File: config.mk
export PLATFORM = sky130hd
export DESIGN_NAME = dmem_arbiter_flat
export DESIGN_NICKNAME = d
export VERILOG_FILES = /design/src/rtl/dmem_arbiter_if.sv /design/src/rtl/dmem_arbiter.sv /design/src/flat_wrapper.sv
export SDC_FILE = /design/constraint.sdc
export NUM_CORES = 1
export LEC_CHECK = 0
export CORE_AREA = 2 2 119 121
export DETAILED_ROUTE_END_ITERATION = 10
export DIE_AREA = 0 0 121 123
export PLACE_DENSITY = 0.74
export SYNTH_ARGS = -nofsm -noshare
export SYNTH_HDL_FRONTEND = slang
export SYNTH_SLANG_ARGS = --single-unit
File: constraint.sdc
create_clock -name clk -period 2.2 [get_ports clk]
set_input_delay 0.55 -clock clk [delete_from_list [all_inputs] [get_ports clk]]
set_output_delay 0.55 -clock clk [all_outputs]
set_load 0.005 [all_outputs]
File: src/rtl/dmem_arbiter_if.sv
// Requester-side bus shared by the core and debug ports of dmem_arbiter.
// The master modport is the requester; the slave modport is the arbiter.
interface dmem_arbiter_if #(
    parameter int ADDR_W = 32
);
    logic              req;
    logic              we;
    logic [ADDR_W-1:0] addr;
    logic [31:0]       wdata;
    logic              gnt;
    logic              stall;
    logic              rvalid;
    logic [31:0]       rdata;
    logic              err;

    modport master (
        output req, we, addr, wdata,
        input  gnt, stall, rvalid, rdata, err
    );

    modport slave (
        input  req, we, addr, wdata,
        output gnt, stall, rvalid, rdata, err
    );
endinterface

File: src/rtl/dmem_arbiter.sv
// Shares one combinational-read DMEM between the core load/store path and a
// debug/DMA master: 0-cycle grant, registered response one cycle later.
//
// last      | meaning
// ----------+------------------------------------------------
// LAST_IDLE | nobody was granted in the previous cycle
// LAST_CORE | core owned the memory in the previous cycle
// LAST_DBG  | debug owned the memory in the previous cycle
module dmem_arbiter #(
    parameter int MAX_WAIT = 4,
    parameter int ADDR_W   = 32
) (
    input  logic              clk,
    input  logic              rst_n,
    dmem_arbiter_if.slave     core_if,
    dmem_arbiter_if.slave     dbg_if,
    input  logic              dbg_lock,
    output logic [ADDR_W-1:0] mem_addr,
    output logic [31:0]       mem_wdata,
    output logic              mem_MemRW,
    input  logic [31:0]       mem_rdata
);
    localparam int CNT_W = $clog2(MAX_WAIT + 1);
    localparam logic [CNT_W-1:0] WAIT_SAT = CNT_W'(MAX_WAIT);

    localparam logic [1:0] LAST_IDLE = 2'd0;
    localparam logic [1:0] LAST_CORE = 2'd1;
    localparam logic [1:0] LAST_DBG  = 2'd2;

    logic [1:0]       last_q, last_d;
    logic [CNT_W-1:0] wait_cnt_q, wait_cnt_d;
    logic             core_rvalid_q, core_rvalid_d;
    logic [31:0]      core_rdata_q, core_rdata_d;
    logic             core_err_q, core_err_d;
    logic             dbg_rvalid_q, dbg_rvalid_d;
    logic [31:0]      dbg_rdata_q, dbg_rdata_d;
    logic             dbg_err_q, dbg_err_d;

    logic              core_gnt, dbg_gnt;
    logic              sel_we, aligned;
    logic [ADDR_W-1:0] sel_addr;
    logic [31:0]       sel_wdata, load_data;

    // rst_n is active-high despite its name; grants are suppressed while it is set.
    always_comb begin
        core_gnt = 1'b0;
        dbg_gnt  = 1'b0;
        if (!rst_n) begin
            if (core_if.req && !dbg_if.req) begin
                core_gnt = 1'b1;
            end else if (!core_if.req && dbg_if.req) begin
                dbg_gnt = 1'b1;
            end else if (core_if.req && dbg_if.req) begin
                if (wait_cnt_q == WAIT_SAT) begin
                    core_gnt = 1'b1;
                end else if (dbg_lock && (last_q == LAST_DBG)) begin
                    dbg_gnt = 1'b1;
                end else if (last_q == LAST_CORE) begin
                    dbg_gnt = 1'b1;
                end else begin
                    core_gnt = 1'b1;
                end
            end
        end
    end

    always_comb begin
        sel_we    = 1'b0;
        sel_addr  = '0;
        sel_wdata = '0;
        if (core_gnt) begin
            sel_we    = core_if.we;
            sel_addr  = core_if.addr;
            sel_wdata = core_if.wdata;
        end else if (dbg_gnt) begin
            sel_we    = dbg_if.we;
            sel_addr  = dbg_if.addr;
            sel_wdata = dbg_if.wdata;
        end
        aligned   = (sel_addr[1:0] == 2'b00);
        mem_addr  = sel_addr;
        mem_wdata = sel_wdata;
        // Misaligned stores are accepted and flagged, but never reach the array.
        mem_MemRW = sel_we & aligned;
        load_data = (!sel_we && aligned) ? mem_rdata : 32'h0;
    end

    always_comb begin
        last_d = LAST_IDLE;
        if (core_gnt) begin
            last_d = LAST_CORE;
        end else if (dbg_gnt) begin
            last_d = LAST_DBG;
        end

        wait_cnt_d = '0;
        if (core_if.req && !core_gnt) begin
            wait_cnt_d = (wait_cnt_q == WAIT_SAT) ? wait_cnt_q : wait_cnt_q + CNT_W'(1);
        end

        core_rvalid_d = core_gnt;
        core_rdata_d  = core_gnt ? load_data : 32'h0;
        core_err_d    = core_gnt & ~aligned;
        dbg_rvalid_d  = dbg_gnt;
        dbg_rdata_d   = dbg_gnt ? load_data : 32'h0;
        dbg_err_d     = dbg_gnt & ~aligned;
    end

    always_ff @(posedge clk) begin
        if (rst_n) begin
            last_q        <= LAST_DBG;
            wait_cnt_q    <= '0;
            core_rvalid_q <= 1'b0;
            core_rdata_q  <= 32'h0;
            core_err_q    <= 1'b0;
            dbg_rvalid_q  <= 1'b0;
            dbg_rdata_q   <= 32'h0;
            dbg_err_q     <= 1'b0;
        end else begin
            last_q        <= last_d;
            wait_cnt_q    <= wait_cnt_d;
            core_rvalid_q <= core_rvalid_d;
            core_rdata_q  <= core_rdata_d;
            core_err_q    <= core_err_d;
            dbg_rvalid_q  <= dbg_rvalid_d;
            dbg_rdata_q   <= dbg_rdata_d;
            dbg_err_q     <= dbg_err_d;
        end
    end

    assign core_if.gnt    = core_gnt;
    assign core_if.stall  = core_if.req & ~core_gnt;
    assign core_if.rvalid = core_rvalid_q;
    assign core_if.rdata  = core_rdata_q;
    assign core_if.err    = core_err_q;

    assign dbg_if.gnt     = dbg_gnt;
    assign dbg_if.stall   = dbg_if.req & ~dbg_gnt;
    assign dbg_if.rvalid  = dbg_rvalid_q;
    assign dbg_if.rdata   = dbg_rdata_q;
    assign dbg_if.err     = dbg_err_q;
endmodule

File: src/flat_wrapper.sv
// flat-port wrapper written by rule: the top's interface ports become plain ports
module dmem_arbiter_flat 
#(
    parameter int MAX_WAIT = 4,
    parameter int ADDR_W   = 32
)
  (clk, rst_n, dbg_lock, mem_addr, mem_wdata, mem_MemRW, mem_rdata, core_if_req, core_if_we, core_if_addr, core_if_wdata, core_if_gnt, core_if_stall, core_if_rvalid, core_if_rdata, core_if_err, dbg_if_req, dbg_if_we, dbg_if_addr, dbg_if_wdata, dbg_if_gnt, dbg_if_stall, dbg_if_rvalid, dbg_if_rdata, dbg_if_err);
  dmem_arbiter_if #(.ADDR_W(ADDR_W)) core_if_i ();
  dmem_arbiter_if #(.ADDR_W(ADDR_W)) dbg_if_i ();
  input  logic clk;
  input  logic rst_n;
  input  logic dbg_lock;
  output logic [ADDR_W-1:0] mem_addr;
  output logic [31:0] mem_wdata;
  output logic mem_MemRW;
  input  logic [31:0] mem_rdata;
  input wire logic [$bits(core_if_i.req)-1:0] core_if_req;
  input wire logic [$bits(core_if_i.we)-1:0] core_if_we;
  input wire logic [$bits(core_if_i.addr)-1:0] core_if_addr;
  input wire logic [$bits(core_if_i.wdata)-1:0] core_if_wdata;
  output wire logic [$bits(core_if_i.gnt)-1:0] core_if_gnt;
  output wire logic [$bits(core_if_i.stall)-1:0] core_if_stall;
  output wire logic [$bits(core_if_i.rvalid)-1:0] core_if_rvalid;
  output wire logic [$bits(core_if_i.rdata)-1:0] core_if_rdata;
  output wire logic [$bits(core_if_i.err)-1:0] core_if_err;
  input wire logic [$bits(dbg_if_i.req)-1:0] dbg_if_req;
  input wire logic [$bits(dbg_if_i.we)-1:0] dbg_if_we;
  input wire logic [$bits(dbg_if_i.addr)-1:0] dbg_if_addr;
  input wire logic [$bits(dbg_if_i.wdata)-1:0] dbg_if_wdata;
  output wire logic [$bits(dbg_if_i.gnt)-1:0] dbg_if_gnt;
  output wire logic [$bits(dbg_if_i.stall)-1:0] dbg_if_stall;
  output wire logic [$bits(dbg_if_i.rvalid)-1:0] dbg_if_rvalid;
  output wire logic [$bits(dbg_if_i.rdata)-1:0] dbg_if_rdata;
  output wire logic [$bits(dbg_if_i.err)-1:0] dbg_if_err;
  assign core_if_i.req = core_if_req;
  assign core_if_i.we = core_if_we;
  assign core_if_i.addr = core_if_addr;
  assign core_if_i.wdata = core_if_wdata;
  assign core_if_gnt = core_if_i.gnt;
  assign core_if_stall = core_if_i.stall;
  assign core_if_rvalid = core_if_i.rvalid;
  assign core_if_rdata = core_if_i.rdata;
  assign core_if_err = core_if_i.err;
  assign dbg_if_i.req = dbg_if_req;
  assign dbg_if_i.we = dbg_if_we;
  assign dbg_if_i.addr = dbg_if_addr;
  assign dbg_if_i.wdata = dbg_if_wdata;
  assign dbg_if_gnt = dbg_if_i.gnt;
  assign dbg_if_stall = dbg_if_i.stall;
  assign dbg_if_rvalid = dbg_if_i.rvalid;
  assign dbg_if_rdata = dbg_if_i.rdata;
  assign dbg_if_err = dbg_if_i.err;
  dmem_arbiter #(.MAX_WAIT(MAX_WAIT), .ADDR_W(ADDR_W)) u_core (.clk(clk), .rst_n(rst_n), .core_if(core_if_i), .dbg_if(dbg_if_i), .dbg_lock(dbg_lock), .mem_addr(mem_addr), .mem_wdata(mem_wdata), .mem_MemRW(mem_MemRW), .mem_rdata(mem_rdata));
endmodule
==> out/metrics.yaml <==
logic_synthesis:
  synthFlopType: "dfxtp_1"
  ys_top_cells_by_count: "72 x dfxtp_1, 64 x a22o_1, 62 x nor4b_2, 18 x buf_2, 7 x buf_4"
  yosysSeqAreaShare_pct: 41.83
  ys_warn_count: 0
  ys_seq_elements: 72
  synth_most_common_cell: "dfxtp_1"
  synth_nets: 442
  synth_area_per_cell_um2: 12.62
  synth_top_area_share_pct: 41.83
  ys_types: 33
  syn_area_um2: 3446
  async_reset_ff_share_pct: 0
  synth_edf_count: 0
  synth_top_area_cell: "dfxtp_1"
  yosys-top-cells-area: "dfxtp_1 42%, nor4b_2 27%, a22o_1 16%"
  synthCells: 273
power:
  p_clk_share_pct: 37.8
  leakagePower_uw: 0.003278
  seq_power_share_pct: 31.8
  combPwrFrac_pct: 30.4
  p_sw_share_pct: 25.05
  power.switching_uw: 1071
  powerDensity_nw_per_um2: 525.0
  ir_drop_v: 0.0003111
  intPower_uw: 3206
global_route:
  grt_max_degree: 33
  grt.total_usage_pct: 21.21
  first_global_vias: 4132
  grt_pass1_wl_um: 23700
  met3_usage_pct: 9.548
  grt_use_met1_pct: 22.45
  grt_use_met2_pct: 36.38
  grt_remaining_overflow: 0
  top_usage_layer: "met2"
  antenna_found_initial: 3
clock_network:
  clk_latency_ns: 0.33
  cts_root_buf: "clkbuf_16"
  clock-sinks: 72
  path_clk_slew_ns: 0.06
  cts_buffers: 9
  cts_tree: "done"
  clk_path_buf_depth: 2
  h-tree-depth: 3
place:
  placed_area_um2: 6993
  gp_congestion: 0.8931
  numPlacedInstances: 766
  hpwl_um: 12160
  portBuffers: 303
status:
  failed_checks: "setup timing"
  status: "complete, but fails checks"
drt:
  first_pass_iters: 6
  vias: 3984
  routed_wl_um: 18400
  ant_nets: 0
  first_iter_violations: 205
  drc: 0
  wire_per_inst_um: 22.16
  via_per_inst: 4.800
critical_path:
  start_kind: "flip-flop"
  worst-setup-path-type: "flip-flop to output pin"
  critical_path.max_fanout: 5
  critPathArrivalTime_ns: 2.03
  worstSetupEndpointType: "output pin"
  critPathRequiredTime_ns: 1.65
timing:
  layout_min_cycle_time_ns: 2.578
  max_slew_margin_pct: 81.41
  skew_ns: 0.007183
  fin_ws_ns: -0.3779
  tns_ns: -20.59
  post-route-period-util_pct: 117.2
  rsz0062_at_grt: "true"
  finalHoldViolations: 0
  max_freq_ghz: 0.3879
  final_max_slew_viol_count: 0
  setup_viol: 80
  worstMarginPinSlew_ns: 0.2760
die:
  io_pins: 304
  die_w_um: 121
  dieArea_um2: 14880
  core_area_um2: 13610
  start_util_pct: 25.31
  rows: 43
  die_h_um: 123
flow_run:
  maxCapViolCount: 0
final_layout:
  drive_gt1_share_pct: 40.22
  final_cells: 830
  finish.utilization_pct: 59.85
  design_area_um2: 8147
  final_nets: 813
  area_growth_pct: 136.4
min_path:
  hp-class: "primary input to flip-flop"
-- cell usage in the layout (no fill, tap or decap), types with 2 or more instances in the layout --
cell | Yosys | routed
nand2b_4 | 1 | 3
clkbuf_8 | 0 | 2
a22o_1 | 64 | 62
nor4b_4 | 0 | 27
and3_4 | 0 | 2
clkbuf_16 | 0 | 15
nor2b_1 | 2 | 2
dfxtp_2 | 0 | 2
inv_2 | 0 | 2
buf_12 | 0 | 14
dfxtp_1 | 72 | 70
buf_8 | 0 | 12
buf_16 | 0 | 6
nand2_4 | 0 | 2
bufinv_16 | 0 | 2
nand2_1 | 5 | 3
o21a_4 | 0 | 2
nor4b_2 | 62 | 37
buf_2 | 18 | 65
buf_4 | 7 | 22
a21oi_1 | 2 | 2
buf_6 | 3 | 35
a22o_4 | 0 | 2
clkdlybuf4s50_1 | 0 | 230
nor2_1 | 4 | 4
-- cell type report --
class	instances	area, um2
fill	1086	5465
timing repair buffer	392	3981
multi-input combinational	166	2150
sequential	72	1444
clock buffer	12	256.5
tap	180	225.2
clock inverter	4	76.32
inverter	3	11.26
antenna	1	2.502
-- per-layer routing --
metal  vias up  share of wire, %
li1       1830                 -
met1      1897                35
met2       216                51
met3        37                11
met4         4               3.1
met5         -              0.16
-- flip-flops by register name (all words and copies together), names as in the netlist --
register / flops
u_core.wait_cnt_q: 3
u_core.dbg_if.rdata: 32
u_core.core_if.err: 1
u_core.core_if.rdata: 32
u_core.last_q: 2
u_core.dbg_if.rvalid: 1
u_core.dbg_if.err: 1
-- through the flow --
step / total power, uW / hold slack (ns) / setup WS (ns)
CTS: 4177 / 0.4201 / -0.4984
finish: 4277 / 0.4837 / -0.3779
floorplan: 1739 / 0.4295 / 0.008284
global placement: 2484 / 0.4990 / -0.9113
detailed placement: 2503 / 0.5203 / -0.9864
global route: 4414 / 0.4704 / -0.4286
-- logic make-up after synthesis --
kind of cell             count (synthesis)  synth area share (%)
multiplexers                             1                0.2905
AO/OA/AOI/OAI                           75                 19.39
adder cells (fa/ha/maj)                  2                0.7261
buffers and inverters                   36                 5.991
AND/OR/NAND/NOR                         87                 31.77
flip-flops                              72                 41.83
-- repair_timing --
item                                    in CTS  in global routing
cloned                                       9                 10
hold endpoints to repair                     0                  0
pin swaps                                   20                 38
endpoints found under the setup margin      96                133
gates resized for setup                    356                 54
buffers inserted                            31                  6
hold buffers                                 0                  0
-- worst max-delay path, stage by stage (launching register included) --
cell and delay, ns:
dfxtp_2 0.33, inv_2 0.04, ha_4 0.15, and3_4 0.17, a311oi_4 0.20, buf_6 0.16
buf_8 0.13, buf_16 0.11, buf_12 0.11, a22o_1 0.15, buf_2 0.12
-- path summary, 6_finish.rpt --
check                                                       start                                  to  slack (ns)  depth (start not counted)
worst max-delay path            u_core.wait_cnt_q[1]$_SDFFE_PP0N_                       mem_wdata[16]       -0.38                         10
worst min-delay path                                        rst_n         u_core.last_q[1]$_SDFF_PP1_        0.48                          2
worst max register to register  u_core.wait_cnt_q[1]$_SDFFE_PP0N_  u_core.dbg_if.rdata[25]$_SDFF_PP0_       -0.02                         12
worst min register to register  u_core.wait_cnt_q[0]$_SDFFE_PP0N_   u_core.wait_cnt_q[0]$_SDFFE_PP0N_        0.52                          2
-- power by group through the flow --
stage	sequential (uW)	clock (uW)	combinational, uW
2_1_floorplan	1390	0	349
3_3_place_gp	1390	0	1100
3_5_place_dp	1390	0	1120
4_1_cts	1360	1620	1200
5_1_grt	1360	1690	1370
6_report	1360	1620	1300
Note: power is estimated with default switching activity, not from simulation.
